$ cat src/rtl/multi_debounce.sv
// N-channel key debouncer: 2-flop sync, tick-sampled shift registers with hysteresis,
// registered press/release pulses and per-channel auto-repeat.
module multi_debounce #(
   parameter int unsigned NCH        = 5,
   parameter int unsigned TICK_DIV   = 2097152,
   parameter int unsigned DEPTH      = 3,
   parameter int unsigned EXCLUSIVE  = 1,
   parameter int unsigned HOLD_TICKS = 64,
   parameter int unsigned RATE_TICKS = 16
) (
   input  logic           sysclk,
   input  logic           rst_n,
   input  logic [NCH-1:0] raw_i,
   input  logic           repeat_en,
   output logic [NCH-1:0] level_o,
   output logic [NCH-1:0] press_o,
   output logic [NCH-1:0] release_o,
   output logic           tick_o
);

   localparam int unsigned TW   = $clog2(TICK_DIV);
   localparam int unsigned RMAX = (HOLD_TICKS > RATE_TICKS) ? HOLD_TICKS : RATE_TICKS;
   localparam int unsigned CW   = $clog2(RMAX + 1);

   localparam logic [1:0] ST_IDLE   = 2'd0;
   localparam logic [1:0] ST_HOLD   = 2'd1;
   localparam logic [1:0] ST_REPEAT = 2'd2;

   logic [TW-1:0]    tick_cnt;
   logic             tick;
   logic [NCH-1:0]   sync_a;
   logic [NCH-1:0]   sync_b;
   logic [NCH-1:0]   qual;
   logic [DEPTH-1:0] shreg     [NCH];
   logic [1:0]       state     [NCH];
   logic [1:0]       state_nx  [NCH];
   logic [CW-1:0]    rcnt      [NCH];
   logic [CW-1:0]    rcnt_nx   [NCH];
   logic [CW-1:0]    rcnt_inc  [NCH];
   logic [CW-1:0]    rcnt_lim  [NCH];
   logic [NCH-1:0]   all_one;
   logic [NCH-1:0]   all_zero;
   logic [NCH-1:0]   rise;
   logic [NCH-1:0]   fall;
   logic [NCH-1:0]   fire;

   assign tick   = (tick_cnt == TW'(TICK_DIV - 1));
   assign tick_o = tick;

   always_ff @(posedge sysclk or negedge rst_n) begin
      if (!rst_n) begin
         tick_cnt <= '0;
         sync_a   <= '0;
         sync_b   <= '0;
      end else begin
         tick_cnt <= tick ? '0 : tick_cnt + 1'b1;
         sync_a   <= raw_i;
         sync_b   <= sync_a;
      end
   end

   // In exclusive mode a key only qualifies while every other synchronised key is low.
   always_comb begin
      for (int unsigned ch = 0; ch < NCH; ch++) begin
         qual[ch] = sync_b[ch] &
                    ((EXCLUSIVE == 0) || ((sync_b & ~(NCH'(1) << ch)) == '0));
      end
   end

   always_ff @(posedge sysclk or negedge rst_n) begin
      if (!rst_n) begin
         for (int unsigned ch = 0; ch < NCH; ch++) shreg[ch] <= '0;
      end else if (tick) begin
         for (int unsigned ch = 0; ch < NCH; ch++)
            shreg[ch] <= {shreg[ch][DEPTH-2:0], qual[ch]};
      end
   end

   always_comb begin
      for (int unsigned ch = 0; ch < NCH; ch++) begin
         all_one[ch]  = &shreg[ch];
         all_zero[ch] = ~|shreg[ch];
      end
   end

   assign rise = ~level_o & all_one;
   assign fall =  level_o & all_zero;

   // Counters saturate; the compare uses the incremented value so a fire lands on the tick edge.
   always_comb begin
      for (int unsigned ch = 0; ch < NCH; ch++) begin
         rcnt_inc[ch] = (rcnt[ch] == '1) ? rcnt[ch] : rcnt[ch] + 1'b1;
         rcnt_lim[ch] = (state[ch] == ST_HOLD) ? CW'(HOLD_TICKS) : CW'(RATE_TICKS);
         state_nx[ch] = state[ch];
         rcnt_nx[ch]  = rcnt[ch];
         fire[ch]     = 1'b0;
         case (state[ch])
            ST_IDLE: begin
               if (rise[ch]) begin
                  state_nx[ch] = ST_HOLD;
                  rcnt_nx[ch]  = '0;
               end
            end
            ST_HOLD, ST_REPEAT: begin
               if (fall[ch] || !level_o[ch]) begin
                  state_nx[ch] = ST_IDLE;
                  rcnt_nx[ch]  = '0;
               end else if (!repeat_en) begin
                  state_nx[ch] = ST_HOLD;
                  rcnt_nx[ch]  = '0;
               end else if (tick) begin
                  if (rcnt_inc[ch] >= rcnt_lim[ch]) begin
                     fire[ch]     = 1'b1;
                     rcnt_nx[ch]  = '0;
                     state_nx[ch] = ST_REPEAT;
                  end else begin
                     rcnt_nx[ch] = rcnt_inc[ch];
                  end
               end
            end
            default: begin
               state_nx[ch] = ST_IDLE;
               rcnt_nx[ch]  = '0;
            end
         endcase
      end
   end

   always_ff @(posedge sysclk or negedge rst_n) begin
      if (!rst_n) begin
         level_o   <= '0;
         press_o   <= '0;
         release_o <= '0;
         for (int unsigned ch = 0; ch < NCH; ch++) begin
            state[ch] <= ST_IDLE;
            rcnt[ch]  <= '0;
         end
      end else begin
         for (int unsigned ch = 0; ch < NCH; ch++) begin
            if (all_one[ch])       level_o[ch] <= 1'b1;
            else if (all_zero[ch]) level_o[ch] <= 1'b0;
            state[ch] <= state_nx[ch];
            rcnt[ch]  <= rcnt_nx[ch];
         end
         press_o   <= rise | (fire & ~fall);
         release_o <= fall;
      end
   end

endmodule

$ cat config.mk
export PLATFORM = sky130hd
export DESIGN_NAME = multi_debounce
export DESIGN_NICKNAME = d
export VERILOG_FILES = /design/src/rtl/multi_debounce.sv
export SDC_FILE = /design/constraint.sdc
export NUM_CORES = 1
export LEC_CHECK = 0
export BUFFER_PORTS_ARGS = -buffer_cell sky130_fd_sc_hd__buf_2
export CAP_MARGIN = 20
export CELL_PAD_IN_SITES_DETAIL_PLACEMENT = 0
export CELL_PAD_IN_SITES_GLOBAL_PLACEMENT = 1
export CORE_MARGIN = 1.5
export CORE_UTILIZATION = 48
export DETAILED_ROUTE_END_ITERATION = 12
export PLACE_DENSITY_LB_ADDON = 0.1
export SLEW_MARGIN = 10
export SYNTH_ARGS = -nofsm -noshare
export SYNTH_HDL_FRONTEND = slang
export SYNTH_SLANG_ARGS = --single-unit
$ cat constraint.sdc
create_clock -name sysclk -period 4 [get_ports sysclk]
set_clock_uncertainty 0.2 [all_clocks]
set_input_delay 0.2 -clock sysclk [delete_from_list [all_inputs] [get_ports sysclk]]
set_output_delay 0.2 -clock sysclk [all_outputs]
set_load 0.02 [all_outputs]
==> results.yml <==
power_and_ir_drop:
  powerDensity_nw_per_um2: 334
  ir_drop_mv: 0.342
  p_leak_nw: 2.93
  p_total_mw: 2.08
synthesis:
  ys_top_cells_by_area: "dfrtp_1 (47%), ha_1 (6.9%), nand2_1 (4.1%), o21ai_0 (3.2%), nand3_1 (2.9%)"
  synth_ff_type: "dfrtp_1"
  async_flop_share_pct: 100
  ys_warn_count: 0
  synth_area_per_cell_um2: 9.52
  synthDistinctLibCells: 61
  synth_edf_count: 0
  yosysSeqAreaShare_pct: 47.1
  synth_commonest_cells: "dfrtp_1 (106), nand2_1 (62), inv_1 (39), nor2_1 (37), o21ai_0 (36)"
  synthCells: 592
  synth_area_um2: 5640
  syn-num-nets: 631
  yosysTopAreaCellShare_pct: 47.1
  ys_ff_latch: 106
  yosysMostFrequentCell: "dfrtp_1"
  yosys.area.top_type: "dfrtp_1"
layout:
  antenna_cells: 0
  drive_gt1_share_pct: 8.97
  area_growth_pct: 10.4
  finalNetCount: 658
  fillCellCount: 1064
floorplanning:
  die_w_um: 111
  fp.coreArea_um2: 11400
  start_util_pct: 49.4
  die_height_um: 111
  die_area_um2: 12400
  num_rows: 39
  io_pins: 24
place:
  place.gp.congestion: 0.875
  dpl.hpwl_um: 7870
  numPortBuffers: 23
sta:
  hold_viol: 0
  slew_viol_final: 0
  rsz0062_at_grt: "no"
  worst_pin_slew_ns: 0.738
  finalCriticalPeriod_ns: 3.27
  tns_ns: 0
  period_share_pct: 81.7
  setup-violations-final: 0
  fmax_mhz: 306
  slew_headroom_pct: 50.5
cts:
  cts_tree: "yes"
  cts_max_path_buffers: 2
  numCtsBuffers: 9
  clk_pin_slew_ns: 0.07
  clockRootBuffer: "clkbuf_16"
  clk_latency_ns: 0.35
  cts_resized: 0
  clock_sink_count: 106
  htreeDepth: 3
critical_path:
  crit_path_cell_trace: "ha_1 -> and3_1 -> nand4_1 -> nand2_1 -> mux2i_1 -> ha_1 -> nand2_1 -> a211oi_1 -> o31a_1 -> nor3_1 -> nand3_1 -> o21ai_1"
  crit_buf_inv: 0
  crit_required_ns: 4.08
  rr_worst_depth: 12
  setup.worst_path.start_class: "register"
  r2r-end: "rcnt[15]"
  timing.rr.start: "rcnt[14]"
  cp_max_fo: 6
  endpoint: "rcnt[15]"
  crit_arrival_ns: 3.35
  max_stage_delay_ns: 0.54
  crit_family: "simple AND/OR/NAND/NOR gates"
  cp-end-kind: "register"
  cp.depth: 12
  r2r_slack_ns: 0.73
  crit_slowest_cell: "nor3_1"
  cp-startpoint: "rcnt[14]"
  crit_type: "reg -> reg"
route:
  dr.first_iter.drc_count: 348
  drc: 0
  wl_per_cell_um: 14.7
  final_antenna_net_count: 0
  wirelength_um: 11300
  num_vias: 4329
  detail_route.first_pass.iterations: 4
  via_per_inst: 5.64
global_routing:
  grt_antenna_before_repair: 0
  grt_overflow: 0
  grt_max_degree: 48
  track_usage_pct: 19.4
  grt_pass1_vias: 4177
  grt_pass1_wl_um: 19700
status:
  status: "finished, final reports clean"
flow_run:
  drv_cap: 0
hold_path:
  hold_path_class: "in -> reg"
## metrics by stage
| stage | setup WS [ns] | instances | area [um2] | hold WS [ns] | util (%) |
|---|---|---|---|---|---|
| after global placement | 0.830 | 745 | 5870 | 0.0603 | 51.4 |
| after global routing | 0.425 | 767 | 6220 | 0.113 | 54.5 |
| final | 0.730 | 767 | 6220 | 0.0856 | 54.5 |
| after detailed placement | 0.769 | 745 | 5870 | 0.0660 | 51.4 |
| after CTS | 0.754 | 767 | 6220 | 0.0714 | 54.5 |
| after floorplan | 1.15 | 592 | 5640 | -0.296 | - |
## flip-flops by register name (all words and copies together), names as in the netlist
register	flops
level_o	5
press_o	5
rcnt	35
release_o	5
shreg	15
state	10
sync_a	5
sync_b	5
tick_cnt	21
## layer usage
metal  share of wire (%)  vias up  track usage (%)
met5                   0        -                0
met1                  49     2068             26.3
met4                 1.1        0             4.81
met2                  47       60             31.5
met3                 2.9       11             4.63
li1                    -     2190                -
## worst min-delay path, stage by stage
cell and delay, ns:
buf_2 0.18, nand2_1 0.13, o31ai_1 0.08
## repair_timing
| action | CTS | global route |
|---|---|---|
| hold endpoints to repair | 50 | 0 |
| buffers inserted | 0 | 0 |
| hold buffers | 6 | 0 |
## cell type report
type	instances	area (um2)	share of cell area (%)
sequential	106	2650	42.6
tap	143	179	2.87
clock inverter	7	63.8	1.03
inverter	40	150	2.41
timing repair buffer	33	208	3.34
multi-input combinational	429	2750	44.1
clock buffer	9	225	3.62
## cell usage in the layout (no fill, tap or decap), types with 9 or more instances in the layout
cell type and instances:
a21oi_1 30, and3_1 19, buf_2 22, clkbuf_16 9, dfrtp_1 106, ha_1 31, inv_1 39, nand2_1 62
nand3_1 33, nand4_1 18, nand4b_1 9, nor2_1 37, nor3_1 9, o21ai_0 36, o21ai_1 14, o21bai_1 9
or3_1 10, xnor2_1 9, xor2_1 13
## logic make-up after synthesis
family          synth area share [%]
fa+ha+maj                       6.88
compound gates                  15.5
mux                             1.09
flops                           47.1
buf+inv                         4.22
xor+xnor                        3.42
simple gates                    21.8
## worst min-delay path by stage
stage,slack (ns),from,to,cells after the start
floorplan,-0.30,rst_n,level_o[0],0
CTS,0.07,repeat_en,press_o[1],3
global route,0.11,repeat_en,state[1],3
detailed placement,0.07,rst_n,rcnt[8],1
global placement,0.06,rst_n,rcnt[8],1
finish,0.09,repeat_en,press_o[1],3
## power by group
part | switching [mW] | leakage [nW] | internal, mW
clock network | 0.427 | 0.140 | 0.435
logic | 0.0840 | 1.34 | 0.0478
registers | 0.00722 | 1.44 | 1.08
No activity file was read; power rests on OpenSTA's default activity.
